## config.mk

```make
export PLATFORM = sky130hd
export DESIGN_NAME = id_ex_pipe_reg
export DESIGN_NICKNAME = d
export VERILOG_FILES = /design/src/rtl/pipe_pkg.sv /design/src/rtl/sat_counter.sv /design/src/rtl/id_ex_pipe_reg.sv
export SDC_FILE = /design/constraint.sdc
export NUM_CORES = 1
export LEC_CHECK = 0
export BUFFER_PORTS_ARGS = -buffer_cell sky130_fd_sc_hd__buf_2
export CELL_PAD_IN_SITES_DETAIL_PLACEMENT = 1
export CELL_PAD_IN_SITES_GLOBAL_PLACEMENT = 1
export CORE_UTILIZATION = 34
export DETAILED_ROUTE_END_ITERATION = 10
export GPL_TIMING_DRIVEN = 0
export PLACE_DENSITY = 0.91
export SYNTH_ARGS = -nofsm -noshare
export SYNTH_HDL_FRONTEND = slang
export SYNTH_SLANG_ARGS = --single-unit
```

## constraint.sdc

```tcl
create_clock -name clk_i -period 1.94 [get_ports clk_i]
set_clock_uncertainty 0.05 [all_clocks]
set_input_delay 0.388 -clock clk_i [delete_from_list [all_inputs] [get_ports clk_i]]
set_output_delay 0.388 -clock clk_i [all_outputs]
set_load 0.01 [all_outputs]
```

## src/rtl/pipe_pkg.sv

```systemverilog
// Shared pipeline definitions: EX control field layout, default widths and
// the WB/MEM control bundle reused by the later pipeline registers.
package pipe_pkg;

  localparam int DATA_W_D  = 32;
  localparam int AW_D      = 5;
  localparam int WB_W_D    = 2;
  localparam int MEM_W_D   = 2;
  localparam int ALUOP_W_D = 2;
  localparam int CNT_W_D   = 16;

  // EX field is {alu_src, alu_op, reg_dst}; alu_src sits just above alu_op
  localparam int REG_DST_BIT = 0;
  localparam int ALU_OP_LSB  = 1;
  localparam int ALU_SRC_BIT = ALU_OP_LSB + ALUOP_W_D;

  typedef struct packed {
    logic [WB_W_D-1:0]  wb;
    logic [MEM_W_D-1:0] mem;
  } wbmem_ctrl_t;

  function automatic int alu_src_bit(input int aluop_w);
    return ALU_OP_LSB + aluop_w;
  endfunction

endpackage

```

## src/rtl/sat_counter.sv

```systemverilog
// Up-counter that sticks at all-ones; used for pipeline performance debug.
module sat_counter #(
  parameter int W = 16
) (
  input  logic         clk_i,
  input  logic         rst_i,
  input  logic         inc_i,
  output logic [W-1:0] cnt_o
);

  always_ff @(posedge clk_i or negedge rst_i) begin
    if (!rst_i) begin
      cnt_o <= '0;
    end else if (inc_i && (cnt_o != {W{1'b1}})) begin
      cnt_o <= cnt_o + 1'b1;
    end
  end

endmodule

```

## src/rtl/id_ex_pipe_reg.sv

```systemverilog
// ID/EX pipeline register with stall hold, bubble insertion, sticky flush
// across stalls, resolved destination address and debug counters.
module id_ex_pipe_reg
  import pipe_pkg::*;
#(
  parameter int DATA_W  = DATA_W_D,
  parameter int AW      = AW_D,
  parameter int NUM_SRC = 2,
  parameter int WB_W    = WB_W_D,
  parameter int MEM_W   = MEM_W_D,
  parameter int ALUOP_W = ALUOP_W_D,
  parameter int CNT_W   = CNT_W_D,
  localparam int EX_W   = ALUOP_W + 2
) (
  input  logic                      clk_i,
  input  logic                      rst_i,
  input  logic                      stall_i,
  input  logic                      flush_i,
  input  logic                      bubble_i,
  input  logic                      valid_i,
  input  logic [WB_W-1:0]           wb_i,
  input  logic [MEM_W-1:0]          mem_i,
  input  logic [EX_W-1:0]           ex_i,
  input  logic [NUM_SRC*DATA_W-1:0] src_data_i,
  input  logic [NUM_SRC*AW-1:0]     src_addr_i,
  input  logic [AW-1:0]             rt_addr_i,
  input  logic [AW-1:0]             rd_addr_i,
  input  logic [DATA_W-1:0]         immd_i,
  output logic                      valid_o,
  output logic [WB_W-1:0]           wb_o,
  output logic [MEM_W-1:0]          mem_o,
  output logic                      alu_src_o,
  output logic [ALUOP_W-1:0]        alu_op_o,
  output logic                      reg_dst_o,
  output logic [NUM_SRC*DATA_W-1:0] src_data_o,
  output logic [NUM_SRC*AW-1:0]     src_addr_o,
  output logic [AW-1:0]             rt_addr_o,
  output logic [AW-1:0]             rd_addr_o,
  output logic [DATA_W-1:0]         immd_o,
  output logic [AW-1:0]             dst_addr_o,
  output logic                      flush_pend_o,
  output logic [CNT_W-1:0]          stall_cnt_o,
  output logic [CNT_W-1:0]          bubble_cnt_o
);

  localparam int ALU_SRC_POS = alu_src_bit(ALUOP_W);

  logic flush_eff;
  logic kill;
  logic bubble_inc;

  assign flush_eff  = flush_i | flush_pend_o;
  assign kill       = flush_eff | bubble_i | ~valid_i;
  // an idle decode slot (valid_i low) is not counted as an inserted bubble
  assign bubble_inc = ~stall_i & (flush_eff | bubble_i);

  always_ff @(posedge clk_i or negedge rst_i) begin
    if (!rst_i) begin
      valid_o      <= 1'b0;
      wb_o         <= '0;
      mem_o        <= '0;
      alu_src_o    <= 1'b0;
      alu_op_o     <= '0;
      reg_dst_o    <= 1'b0;
      src_data_o   <= '0;
      src_addr_o   <= '0;
      rt_addr_o    <= '0;
      rd_addr_o    <= '0;
      immd_o       <= '0;
      dst_addr_o   <= '0;
      flush_pend_o <= 1'b0;
    end else if (stall_i) begin
      if (flush_i) flush_pend_o <= 1'b1;
    end else begin
      flush_pend_o <= 1'b0;
      if (kill) begin
        // payload holds; only control is zeroed so no write can escape
        valid_o   <= 1'b0;
        wb_o      <= '0;
        mem_o     <= '0;
        alu_src_o <= 1'b0;
        alu_op_o  <= '0;
        reg_dst_o <= 1'b0;
      end else begin
        valid_o    <= 1'b1;
        wb_o       <= wb_i;
        mem_o      <= mem_i;
        alu_src_o  <= ex_i[ALU_SRC_POS];
        alu_op_o   <= ex_i[ALU_OP_LSB +: ALUOP_W];
        reg_dst_o  <= ex_i[REG_DST_BIT];
        src_data_o <= src_data_i;
        src_addr_o <= src_addr_i;
        rt_addr_o  <= rt_addr_i;
        rd_addr_o  <= rd_addr_i;
        immd_o     <= immd_i;
        dst_addr_o <= ex_i[REG_DST_BIT] ? rd_addr_i : rt_addr_i;
      end
    end
  end

  sat_counter #(.W(CNT_W)) u_stall_cnt (
    .clk_i (clk_i),
    .rst_i (rst_i),
    .inc_i (stall_i),
    .cnt_o (stall_cnt_o)
  );

  sat_counter #(.W(CNT_W)) u_bubble_cnt (
    .clk_i (clk_i),
    .rst_i (rst_i),
    .inc_i (bubble_inc),
    .cnt_o (bubble_cnt_o)
  );

endmodule
```

# After elaboration in Yosys (flattened, before gate mapping)
# Cells that the tools add are included.
# Widths: inputs -> output; s select.
[totals]
ff_bits = 163
[classes]
add_sub_neg = 2
n_eq_ne = 3
muxes = 9
bitwise = 7
reduce_logical = 3
[op_table]
columns = ["op", "n"]
rows = [
  ["$add 16x1->16 const B", 2],
  ["$ne 16x16->1 const B", 2],
  ["$mux 2", 3],
  ["$mux 1", 5],
  ["$mux 5", 1],
  ["$not 1->1", 3],
  ["$or 1x1->1", 3],
  ["$logic_and 1x1->1", 2],
  ["$ne 2x1->1 const B", 1],
  ["$reduce_and 2->1", 1],
  ["$and 1x1->1", 1],
]

# Depth between registers and ports, before layout
[logic_depth]
word_depth = 5
depth_mapped = 7

# Hierarchy
# Synthesis repeated with hierarchy kept, for this count alone.
[unflattened]
hier_cells = 432
area_unflattened_um2 = 7169.4
[by_module_without_submodules]
columns = ["module", "n_inst", "cells_per_inst", "area_per_inst_um2"]
rows = [
  ["id_ex_pipe_reg", 1, 288, 5450.2],
  ["sat_counter", 2, 72, 859.6],
]

# Worst setup path before layout
# OpenSTA, ideal clock, no wires.
[synth_timing]
path_type = "reg2reg"
startpoint = "register u_stall_cnt.cnt_o[0]"
endpoint = "register u_stall_cnt.cnt_o[1]"
arrival_ns = 1.606
slack_ns = 0.159
stages_incl_launch_ff = 5
period_less_slack_ns = 1.781
cell_sequence = "dfrtp_1 ha_1 nand4_2 o41ai_4 mux2_4"
[synth_via]
elab_chain_len = 2
elab_cells_between_ends = 3
cone_classes = "add/sub (1); eq/ne (1); reduce/logical (1)"
[synth_lines]
columns = ["item", "line", "text"]
rows = [
  ["start, declared", "sat_counter.sv:8", "output logic [W-1:0] cnt_o"],
  ["start signal, assigned", "sat_counter.sv:15", "cnt_o <= cnt_o + 1'b1;"],
  ["parallel branches: the longest is 2 deep, another holds $add 16x1->16", "-", ""],
]
# Parallel ways; which one is timed is not known.
# A chain may end at the register's enable or synchronous reset.

# Worst setup path in the final report
# Same ends and word-level chain as after synthesis.

==> out/qor.csv <==
stage,metric,value,unit
flow_run,cap_viol_max_count,0,
critical_path,worstPathArrival,2.08,ns
placement,gp_congestion,0.795,
floorplanning,top_level_ports,293,
critical_path,crit_type,reg -> reg,
synth,synth_seq_cells,163,
clocking,cts_num_sinks,163,
sta,fin_crit_sh,94.7,%
synth,yosysWarnings,0,
clocking,cts_root_buf,clkbuf_16,
pwr,p_per_area,1130,nW/um^2
global_route,antenna_found_initial,0,
critical_path,worst_path_largest_cell_delay,0.41,ns
sta,totalNegativeSetupSlack,0,ns
critical_path,reg2reg_from,u_stall_cnt.cnt_o[0],
global_route,grt_usage,22.0,%
hold_path,worstHoldPathType,in -> reg,
critical_path,crit_end,u_stall_cnt.cnt_o[1],
routing,drt-vias-per-instance,4.81,
routing,drc,0,
clocking,cts_max_level,4,
layout,stdcell_area,8950,um^2
global_route,grt_pass1_vias,6329,
routing,drtPass1Iterations,4,
global_route,grt_pass1_wl,33.5,mm
layout,drive_gt1_share,35.9,%
layout,fillers,2258,
sta,setup_viol,0,
routing,dr.first_iter.drc_count,202,
critical_path,r2r_slack,0.10,ns
floorplanning,die_h,140,um
routing,avgRoutedWirePerCell,17.3,um
critical_path,cp-start-kind,flop,
status,status,"finished, final reports clean",
synth,yosysTopAreaCell,dfrtp_1,
placement,dp_cells,1205,
placement,pre_cts_ws,-0.182,ns
critical_path,worstSetupStartpoint,u_stall_cnt.cnt_o[0],
clocking,cts_tree,yes,
critical_path,required,2.18,ns
layout,final_cells,1241,
hold_path,hold_start,src_data_i[21],
synth,yosysUniqueCellTypes,37,
sta,finalWorstSetupSlack,0.102,ns
sta,worstMarginPinSlew,0.898,ns
floorplanning,design.die.area,19700,um^2
pwr,leakage,5.10,nW
critical_path,critical_path.cell_chain,ha_1 > nand4_4 > o41ai_4 > buf_4 > mux2_4,
global_route,grt_max_degree,89,
sta,period_minus_slack,1.84,ns
sta,max_freq,0.544,GHz
layout,fin_nets,1126,
floorplanning,start_util,34.7,%
routing,totalWireLength,21.5,mm
placement,post-dp-hpwl,16.0,mm
layout,final_common_cell,nand2_1,
critical_path,cp_max_fo,6,
layout,final_cell_mix,"nand2_1, buf_2, dfrtp_1, xnor2_1, clkbuf_16",
critical_path,end_kind,flop,
clocking,numCtsBuffers,17,
routing,vias,5975,
synth,yosysSeqAreaShare,62.6,%
routing,detail-route-antenna-nets,0,
sta,relSlewSlack,40.1,%
critical_path,cp_slowest_cell,dfrtp_1,
sta,hold_viol,0,
synth,ys_top_cells_by_area,"dfrtp_1, nand2_1, xnor2_1, buf_2, nand4_1",
clocking,insertion_delay,0.41,ns
floorplanning,fp-row-count,50,
critical_path,reg2reg_to,u_stall_cnt.cnt_o[1],
clocking,clk_pin_slew,0.07,ns
sta,drv_slew,0,
layout,antenna_cells,0,
critical_path,critical_path.top_delay_family,flip-flops,
global_route,grt.overflow.total,0,
synth,netlist_instances,679,
synth,synth_area,6520,um^2
synth,synth_top_cell_area_share,62.6,%
placement,placed_area,8300,um^2
clocking,clockBufferDepth,2,
synth,syn_nets,811,
floorplanning,die_w,140,um
layout,post-route-util,47.7,%
critical_path,reg2regPathDepth,5,
floorplanning,core-area,18800,um^2
layout,syn_to_final_growth,37.3,%
pwr,ir_worst_vdd,0.563,mV
synth,avgSynthCellArea,9.60,um^2
critical_path,cp.depth,5,
critical_path,path_buf_inv,1,
placement,numPortBuffers,291,
[state kept, by name (all words and copies together) (netlist names), 5 cells and up]
| signal | flops |
|---|---|
| rt_addr_o | 5 |
| immd_o | 32 |
| rd_addr_o | 5 |
| u_bubble_cnt.cnt_o | 16 |
| src_data_o | 64 |
| u_stall_cnt.cnt_o | 16 |
| dst_addr_o | 5 |
| src_addr_o | 10 |
[logic make-up after synthesis]
logic type,synth area share (%)
simple gates,27.4
flops,62.6
buf+inv,2.27
xor+xnor,3.63
compound gates,2.38
mux,1.34
fa+ha+maj,0.384
[synthesized netlist by cell type]
library cell,n
nand4b_1,2
nand3_1,14
a211oi_1,1
or2_2,1
and4_1,5
o21a_1,2
nand3b_1,1
buf_4,1
a21oi_1,2
nor4_2,1
and3_1,3
nor3_1,3
and2_1,3
nor2_1,6
o21ai_0,5
and4_2,1
nand4_1,13
nand2_1,366
xor2_1,5
mux2i_1,5
buf_2,19
o41ai_4,1
clkbuf_1,11
mux2_4,1
and3b_1,1
nand3_2,1
a22o_1,8
mux2_2,2
dfrtp_1,163
nand4bb_1,1
nor3_2,1
or4_4,1
nor4_1,2
ha_1,2
nand4_2,2
buf_1,1
xnor2_1,22
[layout make-up]
cell class                      instances  area [um^2]  area share [%]
Sequential cell                       163         4080            45.6
Multi-Input combinational cell        484         2320            25.9
Timing Repair Buffer                  296         1530            17.1
Clock buffer                           19          443            4.95
Tap cell                              234          293            3.27
Buffer                                 32          164            1.83
Clock inverter                         13          125            1.40
[layer usage]
layer	track usage (%)	share of wire, %	vias to the layer above
li1	-	-	2787
met1	26.8	42	2945
met2	38.4	51	195
met3	3.97	4.5	48
met4	9.50	3.0	0
met5	0	0	-
[metrics by stage]
step	power (mW)	hold WS [ns]
finish	10.1	0.103
floorplan	5.59	0.0424
detailed placement	6.87	0.358
CTS	10.2	0.0879
global placement	6.69	0.402
global route	10.7	0.0961
[worst min-delay path by stage]
stage / to / slack, ns / cells past startpoint
after floorplan: alu_op_o[0] / 0.04 / 0
after global placement: src_data_o[31] / 0.40 / 2
after detailed placement: u_bubble_cnt.cnt_o[13] / 0.36 / 1
after CTS: src_data_o[21] / 0.09 / 3
after global routing: src_data_o[24] / 0.1 / 3
final: src_data_o[21] / 0.10 / 3
[report_power, final]
group          switching (mW)  total, mW  internal [mW]
clock                    1.47       3.29           1.83
combinational            1.30       2.24          0.945
sequential              0.504       4.58           4.08
[timing repair]
| action | in CTS | in global routing |
|---|---|---|
| gates cloned | 0 | 0 |
| endpoints found under the setup margin | 61 | 67 |
| buffers inserted | 0 | 3 |
| endpoints found under the hold margin | 75 | 0 |
| gates resized for setup | 2 | 12 |
| pin swaps | 1 | 2 |
| hold buffers | 1 | 0 |
[tightest hold or removal path, stage by stage]
cell,delay [ns]
buf_2,0.08
nand2_1,0.04
nand2_1,0.04
Power figures use the tool's default switching activity.
